$ cat config.mk
export PLATFORM = sky130hd
export DESIGN_NAME = sram_responder_flat
export DESIGN_NICKNAME = d
export VERILOG_FILES = /design/src/rtl/sram_responder_if.sv /design/src/rtl/sram_responder.sv /design/src/flat_wrapper.sv
export SDC_FILE = /design/constraint.sdc
export NUM_CORES = 2
export LEC_CHECK = 0
export BUFFER_PORTS_ARGS = -buffer_cell sky130_fd_sc_hd__buf_2
export CORE_MARGIN = 1
export CORE_UTILIZATION = 55
export CTS_CLUSTER_DIAMETER = 80
export DETAILED_ROUTE_END_ITERATION = 7
export PLACE_DENSITY = 0.8
export SYNTH_ARGS = -nofsm -noshare
export SYNTH_HDL_FRONTEND = slang
export SYNTH_SLANG_ARGS = --single-unit
export TNS_END_PERCENT = 20
$ cat constraint.sdc
create_clock -name CLK -period 4.36 [get_ports CLK]
set_input_delay 0.436 -clock CLK [delete_from_list [all_inputs] [get_ports CLK]]
set_output_delay 0.436 -clock CLK [all_outputs]
set_load 0.02 [all_outputs]
$ cat src/rtl/sram_responder_if.sv
// Asynchronous-SRAM bus bundle: strobes, address and a split bidirectional data bus.
// The initiator (master) owns the strobes; the responder (slave) owns the return path.
interface sram_responder_if;
    logic        ram1EN;
    logic        ram1OE;
    logic        ram1WE;
    logic [15:0] ram1Addr;
    logic [15:0] ram1DataIn;
    logic [15:0] ram1DataOut;
    logic        ram1DataDrive;

    modport master (
        output ram1EN, ram1OE, ram1WE, ram1Addr, ram1DataIn,
        input  ram1DataOut, ram1DataDrive
    );

    modport slave (
        input  ram1EN, ram1OE, ram1WE, ram1Addr, ram1DataIn,
        output ram1DataOut, ram1DataDrive
    );
endinterface

$ cat src/rtl/sram_responder.sv
// On-chip stand-in for the board SRAM: samples strobes every CLK edge, stores writes
// and returns read data after a programmable number of edges.
module sram_responder #(
    parameter int DEPTH_LOG2    = 8,
    parameter int READ_LATENCY  = 2,
    parameter int MIN_WE_CYCLES = 1
) (
    input  logic              CLK,
    input  logic              RST,
    sram_responder_if.slave   bus,
    output logic              protocolErr,
    output logic              busy
);

    typedef enum logic [1:0] {
        IDLE,
        READ_WAIT,
        READ_DRIVE,
        WRITE_ACTIVE
    } state_t;

    localparam logic [2:0] LAT     = 3'(READ_LATENCY);
    localparam logic [2:0] MIN_WE  = 3'(MIN_WE_CYCLES);

    state_t                  state;
    logic [15:0]             mem [2**DEPTH_LOG2];
    logic [DEPTH_LOG2-1:0]   addr_q;
    logic [15:0]             wdata;
    logic [2:0]              cnt;
    logic [2:0]              wecnt;
    logic [15:0]             data_out;
    logic                    drive;
    logic                    err;

    logic                    wr;
    logic                    rd;
    logic                    contention;
    logic                    same_addr;
    logic [DEPTH_LOG2-1:0]   idx;
    logic                    unused_addr_bits;

    // Upper address bits alias onto the same storage word.
    assign idx              = bus.ram1Addr[DEPTH_LOG2-1:0];
    assign unused_addr_bits = ^bus.ram1Addr;

    assign wr         = !bus.ram1EN && !bus.ram1WE;
    assign rd         = !bus.ram1EN && !bus.ram1OE && bus.ram1WE;
    assign contention = !bus.ram1EN && !bus.ram1OE && !bus.ram1WE;
    assign same_addr  = (idx == addr_q);

    assign bus.ram1DataOut   = data_out;
    assign bus.ram1DataDrive = drive;
    assign protocolErr       = err;
    assign busy              = (state != IDLE);

    // Storage is deliberately left out of the reset branch so contents survive RST.
    always_ff @(posedge CLK) begin
        if (RST) begin
            state    <= IDLE;
            addr_q   <= '0;
            wdata    <= 16'h0000;
            cnt      <= 3'd0;
            wecnt    <= 3'd0;
            data_out <= 16'h0000;
            drive    <= 1'b0;
            err      <= 1'b0;
        end else begin
            if (contention) err <= 1'b1;
            case (state)
                IDLE: begin
                    if (wr) begin
                        state  <= WRITE_ACTIVE;
                        addr_q <= idx;
                        wdata  <= bus.ram1DataIn;
                        wecnt  <= 3'd1;
                    end else if (rd) begin
                        addr_q <= idx;
                        cnt    <= 3'd1;
                        if (READ_LATENCY == 1) begin
                            data_out <= mem[idx];
                            drive    <= 1'b1;
                            state    <= READ_DRIVE;
                        end else begin
                            state <= READ_WAIT;
                        end
                    end
                end
                READ_WAIT: begin
                    if (wr) begin
                        state  <= WRITE_ACTIVE;
                        addr_q <= idx;
                        wdata  <= bus.ram1DataIn;
                        wecnt  <= 3'd1;
                    end else if (rd && same_addr) begin
                        cnt <= cnt + 3'd1;
                        if (cnt + 3'd1 >= LAT) begin
                            data_out <= mem[addr_q];
                            drive    <= 1'b1;
                            state    <= READ_DRIVE;
                        end
                    end else if (rd) begin
                        addr_q <= idx;
                        cnt    <= 3'd1;
                    end else begin
                        state <= IDLE;
                    end
                end
                READ_DRIVE: begin
                    drive <= 1'b0;
                    if (wr) begin
                        state  <= WRITE_ACTIVE;
                        addr_q <= idx;
                        wdata  <= bus.ram1DataIn;
                        wecnt  <= 3'd1;
                    end else if (rd && same_addr) begin
                        drive    <= 1'b1;
                        data_out <= mem[addr_q];
                    end else if (rd) begin
                        addr_q <= idx;
                        cnt    <= 3'd1;
                        state  <= READ_WAIT;
                    end else begin
                        state <= IDLE;
                    end
                end
                WRITE_ACTIVE: begin
                    if (wr) begin
                        if (!same_addr) err <= 1'b1;
                        addr_q <= idx;
                        wdata  <= bus.ram1DataIn;
                        if (wecnt != 3'd7) wecnt <= wecnt + 3'd1;
                    end else begin
                        // A WE pulse shorter than the minimum is dropped and flagged.
                        if (wecnt >= MIN_WE) mem[addr_q] <= wdata;
                        else                 err <= 1'b1;
                        if (rd) begin
                            addr_q <= idx;
                            cnt    <= 3'd1;
                            state  <= READ_WAIT;
                        end else begin
                            state <= IDLE;
                        end
                    end
                end
                default: state <= IDLE;
            endcase
        end
    end

endmodule

$ cat src/flat_wrapper.sv
// flat-port wrapper written by rule: the top's interface ports become plain ports
module sram_responder_flat 
#(
    parameter int DEPTH_LOG2    = 8,
    parameter int READ_LATENCY  = 2,
    parameter int MIN_WE_CYCLES = 1
)
  (CLK, RST, protocolErr, busy, bus_ram1EN, bus_ram1OE, bus_ram1WE, bus_ram1Addr, bus_ram1DataIn, bus_ram1DataOut, bus_ram1DataDrive);
  sram_responder_if bus_i ();
  input  logic CLK;
  input  logic RST;
  output logic protocolErr;
  output logic busy;
  input wire logic [$bits(bus_i.ram1EN)-1:0] bus_ram1EN;
  input wire logic [$bits(bus_i.ram1OE)-1:0] bus_ram1OE;
  input wire logic [$bits(bus_i.ram1WE)-1:0] bus_ram1WE;
  input wire logic [$bits(bus_i.ram1Addr)-1:0] bus_ram1Addr;
  input wire logic [$bits(bus_i.ram1DataIn)-1:0] bus_ram1DataIn;
  output wire logic [$bits(bus_i.ram1DataOut)-1:0] bus_ram1DataOut;
  output wire logic [$bits(bus_i.ram1DataDrive)-1:0] bus_ram1DataDrive;
  assign bus_i.ram1EN = bus_ram1EN;
  assign bus_i.ram1OE = bus_ram1OE;
  assign bus_i.ram1WE = bus_ram1WE;
  assign bus_i.ram1Addr = bus_ram1Addr;
  assign bus_i.ram1DataIn = bus_ram1DataIn;
  assign bus_ram1DataOut = bus_i.ram1DataOut;
  assign bus_ram1DataDrive = bus_i.ram1DataDrive;
  sram_responder #(.DEPTH_LOG2(DEPTH_LOG2), .READ_LATENCY(READ_LATENCY), .MIN_WE_CYCLES(MIN_WE_CYCLES)) u_core (.CLK(CLK), .RST(RST), .bus(bus_i), .protocolErr(protocolErr), .busy(busy));
endmodule
==> out/qor.yml <==
worst_setup_path:
  critPathMaxFanout: 16
  critPathArrivalTime_ps: 4970
  critPathTopFamily: "simple AND/OR/NAND/NOR gates"
  cp.buffers_inverters: 2
  critical_path.max_stage_delay_ps: 910
  critPathCaptureType: "register"
  cpMostUsedCell: "buf_12"
  crit_path_start_kind: "register"
  crit_required_ps: 5160
  cpMaxStageDelayCell: "nor4_1"
  path_cells: "nor2b_1, nand2_1, buf_12, nor4_1, a32oi_1, nand4_1, buf_12, o21ai_1"
  crit_type: "register to register"
global_route:
  grt_start_max_net_pins: 168
  grt_overflow: 0
  antenna_found_initial: 30
  track_usage: 0.2919
  grt_pass1_wl_microns: 610300
  first_global_vias: 84700
die:
  dieHeight_microns: 542.2
  core_sq_um: 289100
  die-area_sq_um: 294000
  initial_core_util: 0.5551
  die_width_microns: 542.2
  ios: 56
  row_count: 197
route:
  postRouteAntennaNets: 0
  wl_per_cell_microns: 34.66
  wl_microns: 432400
  drc: 0
  dr_total_vias: 86100
  drt_iter0_markers: 14570
  dr.pass1.iters: 8
  drt-vias-per-instance: 6.901
clocking:
  post_cts_resized: 0
  cts_buffers: 383
  clk_pin_slew_worst_paths_ps: 70
  clock_path_buffers: 4
  cts_tree: "done"
  cts_hold_buffers: 25
  clk_latency_ps: 930
  clock-sinks: 4154
  htree_levels: 5
  ctsRootBufferMaster: "clkbuf_16"
  post_cts_buffers: 0
synth:
  netlist_top_cells_count: "4,096 x edfxtp_1, 748 x mux4_2, 573 x mux2i_1, 340 x nor2_1, 217 x nand2_1"
  syn_avg_cell_area_sq_um: 21.08
  synth_top_area_frac: 0.7664
  async_flop_share: 0
  synth.net_count: 7660
  syn_inst: 7613
  yosys.area.top_type: "edfxtp_1"
  ys_top_cells_by_area: "edfxtp_1 77%, mux4_2 10%, mux2i_1 3.6%, nor2_1 0.80%, o22ai_1 0.78%"
  synth_edf_count: 4096
  syn-cell-area_sq_um: 160500
  ys_ff_latch: 4154
  yosysWarnings: 0
  ys_seq_area_frac: 0.7736
  synth_ff_type: "edfxtp_1"
  synthDistinctLibCells: 77
  synth.most_common_cell: "edfxtp_1"
placed_design:
  dp_hpwl_microns: 250100
  routabilityCongestion: 0.9559
  io_buffers: 47
pwr:
  p_total_mw: 82.75
  power_frac_seq: 0.540
  ir_drop_v: 0.0004078
  p_per_area_nw_per_um2: 457.0
  total_leakage_power_nw: 54.90
  p_sw_mw: 18.01
  p_int_mw: 64.74
  p_comb_frac: 0.055
  p_sw_frac: 0.2177
  p_clk_frac: 0.405
timing:
  slew_headroom: 0.00008280
  worstMarginPinSlew_ps: 1484
  grt_setup_unrepaired: "no"
  tns_ps: 0
  fmaxAchievable_mhz: 240.1
  finalCritPeriodShare: 0.9554
  worst_clock_skew_ps: 60.75
  drv_slew: 0
  setup_viol: 0
  hold_viol: 0
  layout_min_cycle_time_ps: 4166
layout:
  layout.nets: 8319
  syn_to_final_growth_pct: 12.82
  drive_gt1_frac: 0.2427
  nFillCells: 17950
worst_hold_path:
  hp-class: "input pin to register"
status:
  outcome: "complete, but fails checks"
  violations: "max-capacitance violations"
run:
  max_cap_viol_count: 1
[sequential cells by signal (all words and copies together), names as in the netlist, named ones only]
signal and cells:
u_core.addr_q 8, u_core.bus.ram1DataDrive 1, u_core.bus.ram1DataOut 16, u_core.cnt 3, u_core.mem 4096, u_core.protocolErr 1
u_core.state 2, u_core.wdata 16, u_core.wecnt 3
[worst reg2reg max path, stage by stage (launching register included)]
cell	delay, ps
dfxtp_1	630
nor2b_1	340
nand2_1	760
buf_12	450
nor4_1	920
a32oi_1	460
nand4_1	300
buf_12	140
o21ai_1	50
[placed cells by master (no fill, tap or decap), types with 65 or more instances in the layout]
| master | instances |
|---|---|
| buf_4 | 576 |
| o21ai_0 | 100 |
| a211oi_1 | 71 |
| clkbuf_16 | 392 |
| mux4_2 | 748 |
| a22oi_1 | 68 |
| buf_12 | 73 |
| nor2_1 | 334 |
| o22ai_1 | 199 |
| o221ai_1 | 99 |
| clkinv_1 | 80 |
| nand2_1 | 214 |
| a21oi_1 | 122 |
| clkbuf_1 | 65 |
| mux2i_1 | 573 |
| clkinv_2 | 86 |
| edfxtp_1 | 4096 |
[area by class of cell]
class / instances / area [sq um] / share of cell area
timing repair buffer: 721 / 6271 / 0.03463
tap: 3880 / 4855 / 0.02681
multi-input combinational: 3003 / 33290 / 0.1838
sequential: 4154 / 124200 / 0.6861
clock inverter: 238 / 2270 / 0.01254
inverter: 9 / 42.54 / 0.0002349
clock buffer: 459 / 10080 / 0.05567
antenna: 11 / 27.53 / 0.0001520
[through the flow]
stage          utilization  setup WS, ps  area, sq um  hold slack, ps  std cells
3_3_place_gp        0.5826         430.2       168400           472.9      11740
3_5_place_dp        0.5826         394.2       168400           484.0      11740
2_1_floorplan            -         107.4       160500           453.0       7613
5_1_grt             0.6262         303.2       181000           128.7      12470
6_report            0.6263         194.3       181100           111.0      12480
4_1_cts             0.6262         348.3       181000           49.25      12460
[power by group through the flow]
stage / registers, mW / clock network, mW / logic [mW]
2_1_floorplan: 46.0 / 0 / 2.29
3_3_place_gp: 45.5 / 0 / 4.21
3_5_place_dp: 45.6 / 0 / 4.36
4_1_cts: 44.7 / 33.6 / 4.45
5_1_grt: 44.7 / 35.0 / 4.66
6_report: 44.7 / 33.5 / 4.55
[final timing paths]
check / startpoint / end / slack [ps] / cells past startpoint
setup / recovery: register / u_core.bus.ram1DataOut[7] / 190 / 8
hold / removal: bus_ram1EN / u_core.state[1] / 110 / 4
setup reg to reg: register / u_core.bus.ram1DataOut[7] / 190 / 8
hold reg to reg: u_core.cnt[2] / u_core.cnt[2] / 500 / 2
[cells by family after synthesis]
family,share of synthesized area
compound gates,0.03483
xor+xnor,0.0004912
fa+ha+maj,0.0007796
buf+inv,0.01944
flops,0.7736
mux,0.1494
simple gates,0.02147
[layer usage]
metal / vias to the layer above / routed length (microns) / global-route usage / share of wire
met4: 26 / 26390 / 0.1546 / 0.061
li1: 33210 / - / - / -
met3: 1318 / 58850 / 0.07202 / 0.14
met1: 43920 / 143100 / 0.3803 / 0.33
met2: 7622 / 203800 / 0.4577 / 0.47
met5: - / 196 / 0 / 0.00045
Note: power is estimated with default switching activity, not from simulation.
